### src/rtl/mem_access_pkg.sv
// Shared encodings for the load/store access unit: access sizes, FSM states, alignment rule.
// Latency: n/a (types and pure functions only).
// Backpressure: n/a.
package mem_access_pkg;

    localparam logic [1:0] SZ_BYTE    = 2'b00;
    localparam logic [1:0] SZ_HALF    = 2'b01;
    localparam logic [1:0] SZ_WORD    = 2'b10;
    localparam logic [1:0] SZ_ILLEGAL = 2'b11;

    typedef enum logic {
        IDLE  = 1'b0,
        MERGE = 1'b1
    } state_t;

    // True when the lane offset cannot hold an access of this size, or the size is illegal.
    function automatic logic isMisaligned(input logic [1:0] offset, input logic [1:0] size);
        logic bad;
        bad = 1'b0;
        case (size)
            SZ_BYTE: bad = 1'b0;
            SZ_HALF: bad = offset[0];
            SZ_WORD: bad = (offset != 2'b00);
            default: bad = 1'b1;
        endcase
        return bad;
    endfunction

endpackage

### src/rtl/mem_access_unit_if.sv
// Bundle of CPU-side request/response and Data_Mem-side word port for the access unit.
// Latency: n/a (wiring only).
// Backpressure: stall from the unit holds the CPU request; Data_Mem never backpressures.
interface mem_access_unit_if #(
    parameter int DATA_WIDTH = 32,
    parameter int ADDR_WIDTH = 3
);
    // CPU side
    logic [ADDR_WIDTH+1:0] cpu_addr;
    logic [DATA_WIDTH-1:0] cpu_wdata;
    logic                  cpu_read;
    logic                  cpu_write;
    logic [1:0]            cpu_size;
    logic                  cpu_unsigned;
    logic [DATA_WIDTH-1:0] cpu_rdata;
    logic                  stall;
    logic                  misaligned;
    // Data_Mem side
    logic [ADDR_WIDTH-1:0] mem_addr;
    logic [DATA_WIDTH-1:0] mem_wdata;
    logic                  mem_read_en;
    logic                  mem_write_en;
    logic [DATA_WIDTH-1:0] mem_rdata;

    // Environment view: drives CPU requests and the memory read data.
    modport master (
        output cpu_addr, cpu_wdata, cpu_read, cpu_write, cpu_size, cpu_unsigned,
        input  cpu_rdata, stall, misaligned,
        input  mem_addr, mem_wdata, mem_read_en, mem_write_en,
        output mem_rdata
    );

    // Access-unit view.
    modport slave (
        input  cpu_addr, cpu_wdata, cpu_read, cpu_write, cpu_size, cpu_unsigned,
        output cpu_rdata, stall, misaligned,
        output mem_addr, mem_wdata, mem_read_en, mem_write_en,
        input  mem_rdata
    );

endinterface

### src/rtl/mem_access_unit_byte_lane_extract.sv
// Picks the byte/halfword lane out of a little-endian word and sign- or zero-extends it.
// Latency: 0 cycles, purely combinational.
// Backpressure: none.
// Ports: word (source word), offset (byte lane), size (SZ_*), isUnsigned, value (extended result).
module byte_lane_extract
    import mem_access_pkg::*;
(
    input  logic [31:0] word,
    input  logic [1:0]  offset,
    input  logic [1:0]  size,
    input  logic        isUnsigned,
    output logic [31:0] value
);

    logic [7:0]  laneByte;
    logic [15:0] laneHalf;

    always_comb begin
        laneByte = word[8*offset +: 8];
        // Halfwords are always aligned here, so only offset[1] picks the half.
        laneHalf = offset[1] ? word[31:16] : word[15:0];
        value    = '0;
        case (size)
            SZ_BYTE: value = {{24{~isUnsigned & laneByte[7]}}, laneByte};
            SZ_HALF: value = {{16{~isUnsigned & laneHalf[15]}}, laneHalf};
            SZ_WORD: value = word;
            default: value = '0;
        endcase
    end

endmodule

### src/rtl/mem_access_unit.sv
// Converts byte-addressed CPU loads/stores (byte/half/word) into word-only Data_Mem accesses.
// Latency: loads and word stores 0 cycles; sub-word stores 2 cycles (read, then merge-write).
// Backpressure: stall is raised for the read cycle of a sub-word store; CPU holds its request.
// Ports: clk, rst (sync, active high), bus (mem_access_unit_if.slave: CPU request/response + Data_Mem port).
module mem_access_unit
    import mem_access_pkg::*;
#(
    parameter int DATA_WIDTH = 32,
    parameter int ADDR_WIDTH = 3
)(
    input  logic              clk,
    input  logic              rst,
    mem_access_unit_if.slave  bus
);

    state_t                stateQ, stateD;
    logic [ADDR_WIDTH-1:0] addrQ;
    logic [1:0]            offQ;
    logic [1:0]            sizeQ;
    logic [15:0]           dataQ;
    logic [DATA_WIDTH-1:0] holdQ;

    logic [ADDR_WIDTH-1:0] wordAddr;
    logic [1:0]            laneOff;
    logic                  reqActive;
    logic                  reqBad;
    logic                  capture;
    logic [DATA_WIDTH-1:0] loadValue;
    logic [DATA_WIDTH-1:0] mergedWord;

    assign wordAddr  = bus.cpu_addr[ADDR_WIDTH+1:2];
    assign laneOff   = bus.cpu_addr[1:0];
    assign reqActive = bus.cpu_read | bus.cpu_write;
    assign reqBad    = reqActive & isMisaligned(laneOff, bus.cpu_size);

    byte_lane_extract u_extract (
        .word       (bus.mem_rdata),
        .offset     (laneOff),
        .size       (bus.cpu_size),
        .isUnsigned (bus.cpu_unsigned),
        .value      (loadValue)
    );

    // Overlay the registered store data onto the word read in the previous cycle.
    always_comb begin
        mergedWord = holdQ;
        if (sizeQ == SZ_BYTE) begin
            mergedWord[8*offQ +: 8] = dataQ[7:0];
        end else if (offQ[1]) begin
            mergedWord[31:16] = dataQ;
        end else begin
            mergedWord[15:0] = dataQ;
        end
    end

    always_comb begin
        stateD           = stateQ;
        capture          = 1'b0;
        bus.cpu_rdata    = '0;
        bus.stall        = 1'b0;
        bus.misaligned   = 1'b0;
        bus.mem_addr     = '0;
        bus.mem_wdata    = '0;
        bus.mem_read_en  = 1'b0;
        bus.mem_write_en = 1'b0;
        case (stateQ)
            IDLE: begin
                bus.misaligned = reqBad;
                if (reqActive && !reqBad) begin
                    bus.mem_addr = wordAddr;
                    // Write wins over read when both are requested.
                    if (bus.cpu_write) begin
                        if (bus.cpu_size == SZ_WORD) begin
                            bus.mem_write_en = 1'b1;
                            bus.mem_wdata    = bus.cpu_wdata;
                        end else begin
                            bus.mem_read_en = 1'b1;
                            bus.stall       = 1'b1;
                            capture         = 1'b1;
                            stateD          = MERGE;
                        end
                    end else begin
                        bus.mem_read_en = 1'b1;
                        bus.cpu_rdata   = loadValue;
                    end
                end
            end
            MERGE: begin
                // Live CPU inputs are ignored here. Reset in this cycle must suppress
                // the write because Data_Mem commits on the same edge that clears us.
                bus.mem_write_en = ~rst;
                bus.mem_addr     = addrQ;
                bus.mem_wdata    = mergedWord;
                stateD           = IDLE;
            end
            default: stateD = IDLE;
        endcase
    end

    always_ff @(posedge clk) begin
        if (rst) begin
            stateQ <= IDLE;
            addrQ  <= '0;
            offQ   <= '0;
            sizeQ  <= '0;
            dataQ  <= '0;
            holdQ  <= '0;
        end else begin
            stateQ <= stateD;
            if (capture) begin
                addrQ <= wordAddr;
                offQ  <= laneOff;
                sizeQ <= bus.cpu_size;
                dataQ <= bus.cpu_wdata[15:0];
                holdQ <= bus.mem_rdata;
            end
        end
    end

endmodule

### src/flat_wrapper.sv
// flat-port wrapper written by rule: the top's interface ports become plain ports
module mem_access_unit_flat import mem_access_pkg::*;
#(
    parameter int DATA_WIDTH = 32,
    parameter int ADDR_WIDTH = 3
)
  (clk, rst, bus_cpu_addr, bus_cpu_wdata, bus_cpu_read, bus_cpu_write, bus_cpu_size, bus_cpu_unsigned, bus_cpu_rdata, bus_stall, bus_misaligned, bus_mem_addr, bus_mem_wdata, bus_mem_read_en, bus_mem_write_en, bus_mem_rdata);
  mem_access_unit_if #(.DATA_WIDTH(DATA_WIDTH), .ADDR_WIDTH(ADDR_WIDTH)) bus_i ();
  input  logic clk;
  input  logic rst;
  input wire logic [$bits(bus_i.cpu_addr)-1:0] bus_cpu_addr;
  input wire logic [$bits(bus_i.cpu_wdata)-1:0] bus_cpu_wdata;
  input wire logic [$bits(bus_i.cpu_read)-1:0] bus_cpu_read;
  input wire logic [$bits(bus_i.cpu_write)-1:0] bus_cpu_write;
  input wire logic [$bits(bus_i.cpu_size)-1:0] bus_cpu_size;
  input wire logic [$bits(bus_i.cpu_unsigned)-1:0] bus_cpu_unsigned;
  output wire logic [$bits(bus_i.cpu_rdata)-1:0] bus_cpu_rdata;
  output wire logic [$bits(bus_i.stall)-1:0] bus_stall;
  output wire logic [$bits(bus_i.misaligned)-1:0] bus_misaligned;
  output wire logic [$bits(bus_i.mem_addr)-1:0] bus_mem_addr;
  output wire logic [$bits(bus_i.mem_wdata)-1:0] bus_mem_wdata;
  output wire logic [$bits(bus_i.mem_read_en)-1:0] bus_mem_read_en;
  output wire logic [$bits(bus_i.mem_write_en)-1:0] bus_mem_write_en;
  input wire logic [$bits(bus_i.mem_rdata)-1:0] bus_mem_rdata;
  assign bus_i.cpu_addr = bus_cpu_addr;
  assign bus_i.cpu_wdata = bus_cpu_wdata;
  assign bus_i.cpu_read = bus_cpu_read;
  assign bus_i.cpu_write = bus_cpu_write;
  assign bus_i.cpu_size = bus_cpu_size;
  assign bus_i.cpu_unsigned = bus_cpu_unsigned;
  assign bus_cpu_rdata = bus_i.cpu_rdata;
  assign bus_stall = bus_i.stall;
  assign bus_misaligned = bus_i.misaligned;
  assign bus_mem_addr = bus_i.mem_addr;
  assign bus_mem_wdata = bus_i.mem_wdata;
  assign bus_mem_read_en = bus_i.mem_read_en;
  assign bus_mem_write_en = bus_i.mem_write_en;
  assign bus_i.mem_rdata = bus_mem_rdata;
  mem_access_unit #(.DATA_WIDTH(DATA_WIDTH), .ADDR_WIDTH(ADDR_WIDTH)) u_core (.clk(clk), .rst(rst), .bus(bus_i));
endmodule
### config.mk
export PLATFORM = sky130hd
export DESIGN_NAME = mem_access_unit_flat
export DESIGN_NICKNAME = d
export VERILOG_FILES = /design/src/rtl/mem_access_pkg.sv /design/src/rtl/mem_access_unit_if.sv /design/src/rtl/mem_access_unit_byte_lane_extract.sv /design/src/rtl/mem_access_unit.sv /design/src/flat_wrapper.sv
export SDC_FILE = /design/constraint.sdc
export NUM_CORES = 1
export LEC_CHECK = 0
export ABC_AREA = 1
export CAP_MARGIN = 25
export CELL_PAD_IN_SITES_DETAIL_PLACEMENT = 1
export CELL_PAD_IN_SITES_GLOBAL_PLACEMENT = 1
export CORE_MARGIN = 3
export CORE_UTILIZATION = 30
export CTS_CLUSTER_DIAMETER = 200
export DETAILED_ROUTE_END_ITERATION = 16
export DONT_BUFFER_PORTS = 1
export PLACE_DENSITY = 0.68
export SYNTH_ARGS = -nofsm -noshare
export SYNTH_HDL_FRONTEND = slang
export SYNTH_SLANG_ARGS = --single-unit
### constraint.sdc
create_clock -name clk -period 2.3 [get_ports clk]
set_input_delay 0.115 -clock clk [delete_from_list [all_inputs] [get_ports clk]]
set_output_delay 0.115 -clock clk [all_outputs]
set_load 0.02 [all_outputs]
# == Yosys cells after proc, flatten, opt, wreduce, memory -nomap -nowiden ==
# Cells that the tools add are included.
# word_totals
register_bits,56
inputBits,76
output_inout_bits,71
word_cells,53
# classes
add_sub_neg,1
n_eq_ne,2
shift,3
n_mux,29
n_bitwise,7
n_reduce_logical,5
# op_table
operator,n
$mux 32,7
$pmux 32 s3,1
$pmux 32 s2,1
$mux 16,3
$neg 5->34,1
$shift 8x34->32 const A,1
$shiftx 8x34->32,1
$bwmux 32,1
$shiftx 32x6->8,1
$mux 1,11
$pmux 3 s2,1
$logic_not 2->1,2
$pmux 1 s2,2
$and 1x1->1,3
$mux 3,1
$not 1->1,3
$pmux 1 s3,1
$eq 2x1->1 const B,1
$eq 2x2->1 const B,1
$reduce_bool 2->1,1
$logic_and 1x1->1,1
$logic_not 1->1,1
$or 1x1->1,1

# == Longest topological paths before layout ==
# Gate-level depths: netlist of the first run.
# depth
word_depth,7
mapped_depth,10
ltp_nobuf,8

# == Cells and area by module ==
# A second synthesis of the first run with hierarchy kept.
# unflattened
hier_cells,1028
area_unflattened_um2,5371.4
# by_module_without_submodules
mod,n_inst,cells_per_inst,area_per_inst_um2,seq_area_each_um2
mem_access_unit,1,826,4478.0,1121.1
byte_lane_extract,1,202,893.4,0.0

# == Worst setup path before layout of the first run ==
# Ideal clock, no wire load.
# synth_timing
kind,register to output
start,register u_core.offQ[1]
end,output bus_mem_wdata[10]
arrival_time_ps,2139
required_time_ps,2185
slack_ps,46
path_stages_with_launch,11
path_buffers,2
cell_sequence,dfxtp_1 -> clkbuf_1 -> inv_1 -> clkbuf_1 -> ha_1 -> inv_1 -> nor2_1 -> nand2_1 -> o21ai_0 -> nand3_1 -> nand2_1
# synth_via
elab_chain_cells,5
word_cells_on_any_way,7
cone_classes,1 x add/sub; 2 x shift; 4 x mux
# synth_rtl
element,line_no,rtl
"start, declared",mem_access_unit.sv:18,logic [1:0] offQ;
"start signal, assigned",mem_access_unit.sv:112,offQ <= laneOff;
$neg 5->34,mem_access_unit.sv:48,mergedWord[8*offQ +: 8] = dataQ[7:0];
$shiftx 8x34->32 or $shift 8x34->32 (tied branches),mem_access_unit.sv:48,
$bwmux 32,mem_access_unit.sv:48,
$mux 32 *,mem_access_unit.sv:47,if (sizeQ == SZ_BYTE) begin
$pmux 32 s2 *,mem_access_unit.sv:66,case (stateQ)
"end, declared",flat_wrapper.sv:21,output wire logic [$bits(bus_i.mem_wdata)-1:0] bus_mem_wdata;
# Mark *: on every way between the ends. The rest lies on a longest branch, timed or not.

# == Final worst setup path of the first run ==
# layout_timing
start,register u_core.offQ[0]
end,output bus_mem_wdata[31]
# layout_via
elab_chain_cells,5
word_cells_on_any_way,6
cone_classes,1 x add/sub; 2 x shift; 3 x mux
# layout_rtl
element,line_no
$neg 5->34 *,mem_access_unit.sv:48
$shiftx 8x34->32 or $shift 8x34->32 (tied branches),mem_access_unit.sv:48
$bwmux 32 *,mem_access_unit.sv:48
$mux 32 *,mem_access_unit.sv:47
$pmux 32 s2 *,mem_access_unit.sv:66
# Marks and branches as above.

==> results.sh, run 1 <==
export IMPL_setup_slack_ns=0.136
export IMPL_postLayoutCellArea_um2=5390
export IMPL_fillers=2065
export IMPL_antenna_found_initial=0
export IMPL_avgSynthCellArea_um2=5.57
export IMPL_holdWs_ns=0.0265
export IMPL_period_share=0.941
export IMPL_powerDensity_nw_per_um2=513
export IMPL_clock_root_buffer="clkbuf_16"
export IMPL_fin_skew_ns=0.00614
export IMPL_place_port_buffers=0
export IMPL_grt_pass1_wl_um=28500
export IMPL_reg2regPathDepth=8
export IMPL_status="finished clean"
export IMPL_start_kind="flop"
export IMPL_synthesis_nets=934
export IMPL_finalWirelength_um=17600
export IMPL_period_needed_ns=2.16
export IMPL_synth_cell_type_count=27
export IMPL_syn_area_um2=4750
export IMPL_clock_latency_ns=0.31
export IMPL_holdCritPathClass="in -> reg"
export IMPL_nets=940
export IMPL_synth_top_cells_by_area="dfxtp_1 24%, nand2_1 19%, nor2_1 13%"
export IMPL_vias=5388
export IMPL_cts_buffers=5
export IMPL_p_leak_nw=2.42
export IMPL_synthesis_instances=853
export IMPL_wire_per_inst_um=16.4
export IMPL_h_tree_depth=2
export IMPL_hold_violations=0
export IMPL_dieArea_um2=17400
export IMPL_first_iter_violations=393
export IMPL_hold_path_depth=3
export IMPL_core_um2=15400
export IMPL_final_seq_area_um2=1120
export IMPL_worstPathArrival_ns=2.05
export IMPL_critPathKind="reg -> out"
export IMPL_ant_nets=0
export IMPL_yosys_warnings=0
export IMPL_cp_required_ns=2.18
export IMPL_drtPass1Iterations=4
export IMPL_drv_slew=0
export IMPL_drc=0
export IMPL_endpoint_kind="output pin"
export IMPL_synth_top_area_frac=0.236
export IMPL_fmax_ghz=0.462
export IMPL_setup_viol_count_final=0
export IMPL_cts_path_max_buffers=2
export IMPL_finalSetupTns_ns=0
export IMPL_grt_start_max_net_pins=57
export IMPL_mostFrequentLayoutCell="nand2_1"
export IMPL_post_place_ws_ns=0.350
export IMPL_drv_cap=0
export IMPL_tightestPinTransition_ns=0.634
export IMPL_syn_to_final_growth_pct=13.3
export IMPL_postPlaceCellArea_um2=5130
export IMPL_cts_reportedPaths_clkPinSlew_ns=0.07
export IMPL_boundaryPins=147
export IMPL_n_antenna_cell=0
export IMPL_routed_via_density=5.04
export IMPL_ys_ff_latch=56
export IMPL_multiInputGateArea_um2=3090
export IMPL_irDropWorstVdd_mv=0.277
export IMPL_final_layout_size_suffix_gt1_frac=0.0873
export IMPL_rsz0062_at_grt="yes"
export IMPL_synth_area_leader_cell="dfxtp_1"
export IMPL_path_max_fanout=9
export IMPL_grt_usage=0.198
export IMPL_routabilityCongestion=0.855
export IMPL_die_y_um=132
export IMPL_slew_limit_headroom=0.573
export IMPL_row_count=45
export IMPL_post_dp_hpwl_um=13500
export IMPL_grt_pass1_vias=5341
export IMPL_cts_tree="done"
export IMPL_overflow=0
export IMPL_initial_core_util=0.309
export IMPL_finalPower_mw=2.76
export IMPL_chipWidth_um=132
export IMPL_layout_common_cells="241 x nand2_1, 159 x nor2_1, 72 x inv_1"
export IMPL_cts_sinks=56
export IMPL_yosysSeqAreaShare=0.236
==> power breakdown <==
| group | switching, mW | internal, mW |
|---|---|---|
| combinational | 0.461 | 0.221 |
| sequential | 0.0505 | 1.03 |
| clock | 0.385 | 0.619 |
| total | 0.896 | 1.87 |
==> per-layer routing <==
metal,share of wire,vias up,routed length [um],global-route usage
li1,-,2742,-,-
met1,0.48,2485,8360,0.272
met2,0.45,150,7950,0.321
met3,0.063,11,1100,0.0469
met4,0.010,0,177,0.0350
met5,0,-,0,0
==> through the flow <==
stage / utilization / instances
after floorplan: - / 853
after global placement: 0.334 / 1058
after detailed placement: 0.334 / 1058
after CTS: 0.349 / 1069
after global routing: 0.350 / 1070
final: 0.350 / 1070
==> cell type report <==
cell class	instances	area share
well taps	211	0.0490
flip-flops and latches	56	0.208
clock inverters	2	0.0112
clock buffers	5	0.0232
inverters	79	0.0560
repair buffers	54	0.0795
multi-input cells	663	0.573
==> Yosys cell counts <==
| cell type | n |
|---|---|
| buf_6 | 5 |
| nand3b_1 | 33 |
| buf_1 | 12 |
| o22ai_1 | 1 |
| dfxtp_1 | 56 |
| a21oi_1 | 59 |
| nor2_1 | 160 |
| buf_2 | 17 |
| o211ai_1 | 31 |
| o21ai_1 | 1 |
| o21ai_0 | 50 |
| nor2_2 | 2 |
| clkbuf_1 | 21 |
| ha_1 | 5 |
| nor3_2 | 1 |
| inv_1 | 73 |
| nand4_1 | 9 |
| inv_2 | 3 |
| clkinv_1 | 2 |
| nand2_2 | 2 |
| nand3_1 | 61 |
| nand3_2 | 1 |
| nand2_4 | 1 |
| nor2_4 | 3 |
| a22oi_1 | 1 |
| nand2_1 | 242 |
| clkinv_2 | 1 |
==> flip-flops by register name, summed over array words and instances (netlist names) <==
signal,cells
u_core.addrQ,3
u_core.dataQ,16
u_core.holdQ,32
u_core.offQ,2
u_core.sizeQ,2
u_core.stateQ,1
==> path summary, 6_finish.rpt <==
path	from	slack, ns	to
max	u_core.offQ[0]$_SDFFE_PP0P_	0.14	bus_mem_wdata[31]
min	bus_cpu_wdata[2]	0.03	u_core.dataQ[2]$_SDFFE_PP0P_
max reg2reg	u_core.stateQ$_SDFF_PP0_	0.55	u_core.dataQ[12]$_SDFFE_PP0P_
min reg2reg	u_core.holdQ[12]$_SDFFE_PP0P_	0.47	u_core.holdQ[12]$_SDFFE_PP0P_
==> critical path: stages, from the launching register on <==
cell      delay [ns]
dfxtp_1         0.36
inv_1           0.09
ha_1            0.24
clkinv_1        0.18
nand3_1         0.28
o21ai_0         0.25
nand3_1         0.13
nand2_1         0.21
==> what timing repair did <==
action                                  4_1_cts  5_1_grt
gates cloned                                  0        0
hold buffers                                  4        0
endpoints found under the setup margin        3       27
endpoints found under the hold margin         5        0
buffers inserted                              0        1
gates resized for setup                       1        4
==> cells by family after synthesis <==
family	count (synthesis)	share of synthesized area
AOI/OAI and AO/OA	143	0.168
adders and majority gates	5	0.0132
buffers and inverters	134	0.118
DFF	56	0.236
and+or+nand+nor	515	0.465
(Power assumes the default switching activity.)
==> inputs of run 2 (changes only) <==
Settings changed: CAP_MARGIN 25 to 15, CTS_CLUSTER_SIZE set to 10.
Clock period 2.3 ns to 2.55 ns, I/O delays scaled along.
==> results.sh, run 2 (same netlist as run 1, synthesis figures left out) <==
export IMPL_status="finished clean"
export IMPL_grt_start_max_net_pins=57
export IMPL_clock_latency_ns=0.31
export IMPL_largest_reg_flops=32
export IMPL_final_layout_size_suffix_gt1_frac=0.0810
export IMPL_worstPathArrival_ns=2.22
export IMPL_holdWs_ns=0.0440
export IMPL_cp_required_ns=2.42
export IMPL_period_needed_ns=2.34
export IMPL_rsz0062_at_grt="no"
export IMPL_wire_per_inst_um=16.5
export IMPL_dieArea_um2=17400
export IMPL_p_leak_nw=2.36
export IMPL_endpoint_kind="output pin"
export IMPL_power_switching_mw=0.829
export IMPL_grt_pass1_wl_um=28300
export IMPL_post_dp_hpwl_um=13400
export IMPL_core_um2=15400
export IMPL_power_switching_share=0.358
export IMPL_hold_violations=0
export IMPL_cts_sinks=56
export IMPL_grt_pass1_vias=5250
export IMPL_nets=932
export IMPL_mostFrequentLayoutCell="nand2_1"
export IMPL_p_seq_frac=0.419
export IMPL_grt_usage=0.198
export IMPL_cts_reportedPaths_clkPinSlew_ns=0.08
export IMPL_fin_skew_ns=0.00349
export IMPL_combPwrFrac=0.262
export IMPL_h_tree_depth=2
export IMPL_clock_root_buffer="clkbuf_16"
export IMPL_start_kind="flop"
export IMPL_largest_register="u_core.holdQ"
export IMPL_drv_cap=0
export IMPL_reg_largest_list="u_core.holdQ x32, u_core.dataQ x16, u_core.addrQ x3"
export IMPL_path_cells="buf_6, ha_1, clkinv_1, nor2_1, nand4_1, nand2_1, nand3_1, nand2_1"
export IMPL_fillers=2095
export IMPL_initial_core_util=0.309
export IMPL_powerDensity_nw_per_um2=438
export IMPL_path_max_fanout=35
export IMPL_intPower_mw=1.49
export IMPL_cts_path_max_buffers=2
export IMPL_overflow=0
export IMPL_vias=5319
export IMPL_crit_buf_inv=2
export IMPL_drv_slew=0
export IMPL_cpMostUsedCell="nand2_1"
export IMPL_crit_path_max_incr_delay_ns=0.39
export IMPL_critPathTopFamily="simple AND/OR/NAND/NOR gates"
export IMPL_routed_via_density=5.00
export IMPL_period_share=0.919
export IMPL_drc=0
export IMPL_cts_buffers=5
export IMPL_fmax_ghz=0.426
export IMPL_critPathKind="reg -> out"
export IMPL_syn_to_final_growth_pct=11.3
export IMPL_row_count=45
export IMPL_slowest_stage="nor2_1"
export IMPL_place_port_buffers=0
export IMPL_ant_nets=0
export IMPL_finalSetupTns_ns=0
export IMPL_routabilityCongestion=0.813
export IMPL_drtPass1Iterations=4
export IMPL_cts_tree="done"
export IMPL_setup_viol_count_final=0
export IMPL_layout_common_cells="241 x nand2_1, 160 x nor2_1, 72 x inv_1"
export IMPL_first_iter_violations=354
export IMPL_antenna_found_initial=0
export IMPL_p_clk_frac=0.319
export IMPL_finalWirelength_um=17600
export IMPL_holdCritPathClass="in -> reg"
export IMPL_n_antenna_cell=0
export IMPL_die_y_um=132
export IMPL_irDropWorstVdd_mv=0.265
export IMPL_tightestPinTransition_ns=0.765
export IMPL_chipWidth_um=132
export IMPL_boundaryPins=147
export IMPL_slew_limit_headroom=0.489
run 2: path summary, 6_finish.rpt:
path | startpoint | to | slack, ns | cells past startpoint
min reg2reg | u_core.sizeQ[1]$_SDFFE_PP0P_ | u_core.sizeQ[1]$_SDFFE_PP0P_ | 0.45 | 2
max | u_core.offQ[1]$_SDFFE_PP0P_ | bus_mem_wdata[17] | 0.21 | 8
min | bus_cpu_wdata[9] | u_core.dataQ[9]$_SDFFE_PP0P_ | 0.04 | 3
max reg2reg | u_core.stateQ$_SDFF_PP0_ | u_core.addrQ[0]$_SDFFE_PP0P_ | 0.46 | 7
run 2: timing repair:
action / 4_1_cts / 5_1_grt
gates cloned: 0 / 0
resized for setup: 1 / 5
hold buffers: 4 / 0
endpoints found under the setup margin: 3 / 36
endpoints found under the hold margin: 5 / 0
setup buffers: 1 / 0
run 2: area by class of cell:
| type | instances | area (um2) | share of cell area |
|---|---|---|---|
| tap | 211 | 264 | 0.0499 |
| clock buffer | 5 | 125 | 0.0237 |
| clock inverter | 3 | 27.5 | 0.00520 |
| sequential | 56 | 1120 | 0.212 |
| multi-input combinational | 663 | 3080 | 0.582 |
| inverter | 79 | 302 | 0.0570 |
| timing repair buffer | 46 | 372 | 0.0702 |
run 2: power by group through the flow:
| stage | logic (mW) | registers, mW | clock network [mW] |
|---|---|---|---|
| after floorplan | 0.470 | 0.971 | 0 |
| after detailed placement | 0.596 | 0.991 | 0 |
| after global routing | 0.697 | 0.978 | 0.808 |
| after global placement | 0.587 | 0.988 | 0 |
| final | 0.608 | 0.971 | 0.740 |
| after CTS | 0.609 | 0.971 | 0.769 |
run 2: routing by layer:
metal | GRT usage | up-vias | wire length [um]
li1 | - | 2733 | -
met1 | 0.278 | 2430 | 8490
met2 | 0.312 | 146 | 7870
met3 | 0.0481 | 10 | 1060
met4 | 0.0373 | 0 | 163
met5 | 0 | - | 0
run 2: per-stage QoR:
| step | instance area [um2] | instances | setup WS, ns | power (mW) | util |
|---|---|---|---|---|---|
| after floorplan | 4750 | 853 | 0.284 | 1.44 | - |
| after global placement | 5070 | 1050 | 0.402 | 1.58 | 0.330 |
| after detailed placement | 5070 | 1050 | 0.323 | 1.59 | 0.330 |
| after CTS | 5270 | 1063 | 0.0234 | 2.35 | 0.343 |
| after global routing | 5290 | 1063 | 0.0191 | 2.48 | 0.344 |
| final | 5290 | 1063 | 0.205 | 2.32 | 0.344 |
run 2: worst reg2reg max path: cells and delay by family, from the launching register on:
kind	cells	cell delay [ns]
AOI/OAI and AO/OA	2	0.32
buffers and inverters	3	1.14
DFF	1	0.31
and+or+nand+nor	2	0.28
==> inputs of run 3 (changes only) <==
Clock period 2.55 ns to 2.36 ns, I/O delays scaled along.
==> results.sh, run 3 (same netlist as run 1, synthesis figures left out) <==
export IMPL_fmax_ghz=0.455
export IMPL_worstPathArrival_ns=2.08
export IMPL_routed_via_density=5.14
export IMPL_cts_reportedPaths_clkPinSlew_ns=0.08
export IMPL_finalSetupTns_ns=0
export IMPL_start_kind="flop"
export IMPL_post_dp_hpwl_um=13500
export IMPL_drv_cap=0
export IMPL_die_y_um=132
export IMPL_whs_endpoint="u_core.holdQ[31]$_SDFFE_PP0P_"
export IMPL_period_share=0.931
export IMPL_holdCritPathClass="in -> reg"
export IMPL_setup_viol_count_final=0
export IMPL_critPathKind="reg -> out"
export IMPL_dieArea_um2=17400
export IMPL_endpoint_kind="output pin"
export IMPL_critPathTopFamily="simple AND/OR/NAND/NOR gates"
export IMPL_cts_sinks=56
export IMPL_rr_startpoint="u_core.stateQ$_SDFF_PP0_"
export IMPL_finalWirelength_um=17900
export IMPL_chipWidth_um=132
export IMPL_final_layout_size_suffix_gt1_frac=0.0852
export IMPL_layout_common_cells="242 x nand2_1, 159 x nor2_1, 72 x inv_1"
export IMPL_grt_usage=0.201
export IMPL_fin_skew_ns=0.00435
export IMPL_reg2regPathDepth=8
export IMPL_routabilityCongestion=0.853
export IMPL_drtPass1Iterations=5
export IMPL_vias=5486
export IMPL_period_needed_ns=2.20
export IMPL_drc=0
export IMPL_initial_core_util=0.309
export IMPL_mostFrequentLayoutCell="nand2_1"
export IMPL_first_iter_violations=405
export IMPL_grt_pass1_vias=5310
export IMPL_hp_start="bus_mem_rdata[31]"
export IMPL_hold_path_depth=3
export IMPL_clock_root_buffer="clkbuf_16"
export IMPL_p_seq_frac=0.418
export IMPL_reg2reg_to="u_core.dataQ[6]$_SDFFE_PP0P_"
export IMPL_cpMostUsedCell="nand2_1"
export IMPL_n_antenna_cell=0
export IMPL_place_port_buffers=0
export IMPL_boundaryPins=147
export IMPL_antenna_found_initial=0
export IMPL_reg2reg_slack_ns=0.67
export IMPL_wire_per_inst_um=16.7
export IMPL_clock_latency_ns=0.31
export IMPL_h_tree_depth=2
export IMPL_largest_reg_flops=32
export IMPL_power_switching_share=0.356
export IMPL_power_switching_mw=0.893
export IMPL_syn_to_final_growth_pct=12.5
export IMPL_tightestPinTransition_ns=0.747
export IMPL_cts_buffers=5
export IMPL_instances_no_fill=1068
export IMPL_intPower_mw=1.61
export IMPL_path_max_fanout=35
export IMPL_grt_start_max_net_pins=57
export IMPL_status="finished clean"
export IMPL_drv_slew=0
export IMPL_hold_violations=0
export IMPL_p_clk_frac=0.314
export IMPL_dp_cells=1055
export IMPL_rsz0062_at_grt="no"
export IMPL_row_count=45
export IMPL_core_um2=15400
export IMPL_slowest_stage="dfxtp_1"
export IMPL_overflow=0
export IMPL_slew_limit_headroom=0.500
export IMPL_cts_tree="done"
export IMPL_irDropWorstVdd_mv=0.285
export IMPL_combPwrFrac=0.268
export IMPL_grt_pass1_wl_um=29200
export IMPL_crit_buf_inv=2
export IMPL_p_leak_nw=2.39
export IMPL_path_cells="buf_6, ha_1, clkinv_1, nor2_2, nand4_1, nand2_1, nand3_1, nand2_1"
export IMPL_crit_path_max_incr_delay_ns=0.36
export IMPL_cp_required_ns=2.24
export IMPL_reg_largest_list="u_core.holdQ x32, u_core.dataQ x16, u_core.addrQ x3"
export IMPL_ant_nets=0
export IMPL_nets=937
export IMPL_powerDensity_nw_per_um2=469
export IMPL_cts_path_max_buffers=2
export IMPL_largest_register="u_core.holdQ"
run 3: power by group through the flow:
stage / sequential, mW / combinational [mW] / clock, mW
2_1_floorplan: 1.05 / 0.507 / 0
3_3_place_gp: 1.07 / 0.641 / 0
3_5_place_dp: 1.07 / 0.650 / 0
4_1_cts: 1.05 / 0.661 / 0.814
5_1_grt: 1.06 / 0.762 / 0.845
6_report: 1.05 / 0.671 / 0.788
run 3: worst max-delay path by stage:
| stage | from | to | slack, ns | cells after the start |
|---|---|---|---|---|
| 2_1_floorplan | u_core.offQ[1]$_SDFFE_PP0P_ | bus_mem_wdata[10] | 0.10 | 10 |
| 3_3_place_gp | u_core.offQ[1]$_SDFFE_PP0P_ | bus_mem_wdata[17] | 0.33 | 8 |
| 3_5_place_dp | u_core.offQ[1]$_SDFFE_PP0P_ | bus_mem_wdata[17] | 0.31 | 8 |
| 4_1_cts | u_core.offQ[1]$_SDFFE_PP0P_ | bus_mem_wdata[10] | 0.02 | 7 |
| 5_1_grt | u_core.offQ[1]$_SDFFE_PP0P_ | bus_mem_wdata[10] | 0.02 | 8 |
| 6_report | u_core.offQ[1]$_SDFFE_PP0P_ | bus_mem_wdata[17] | 0.16 | 8 |
run 3: metrics by stage:
stage	utilization	hold WS, ns	setup slack, ns	power, mW	cell area (um2)
4_1_cts	0.346	0.0238	0.0237	2.52	5310
3_3_place_gp	0.333	0.192	0.327	1.71	5120
5_1_grt	0.348	0.0348	0.0154	2.66	5340
3_5_place_dp	0.333	0.193	0.305	1.72	5120
2_1_floorplan	-	0.187	0.103	1.56	4750
6_report	0.348	0.0319	0.163	2.51	5340
run 3: area by class of cell:
| class | instances | area, um2 |
|---|---|---|
| fill | 2127 | 10000 |
| multi-input combinational | 663 | 3090 |
| sequential | 56 | 1120 |
| timing repair buffer | 51 | 422 |
| inverter | 79 | 302 |
| tap | 211 | 264 |
| clock buffer | 5 | 125 |
| clock inverter | 3 | 22.5 |
run 3: layer usage:
| layer | GRT usage | share of wire | vias to the layer above |
|---|---|---|---|
| li1 | - | - | 2735 |
| met1 | 0.285 | 0.49 | 2560 |
| met2 | 0.315 | 0.44 | 175 |
| met3 | 0.0435 | 0.060 | 16 |
| met4 | 0.0443 | 0.014 | 0 |
| met5 | 0 | 0 | - |
run 3: worst register-to-register path: cells and delay by family, from the launching register on:
| family | cells | cell delay (ns) |
|---|---|---|
| buffers and inverters | 3 | 0.71 |
| AO/OA/AOI/OAI | 1 | 0.20 |
| AND/OR/NAND/NOR | 4 | 0.34 |
| flip-flops | 1 | 0.33 |
run 3: what timing repair did:
item                                    4_1_cts  5_1_grt
gates resized for setup                       1        6
buffers inserted                              0        1
hold buffers                                  4        0
endpoints found under the setup margin        1       23
hold endpoints to repair                      5        0
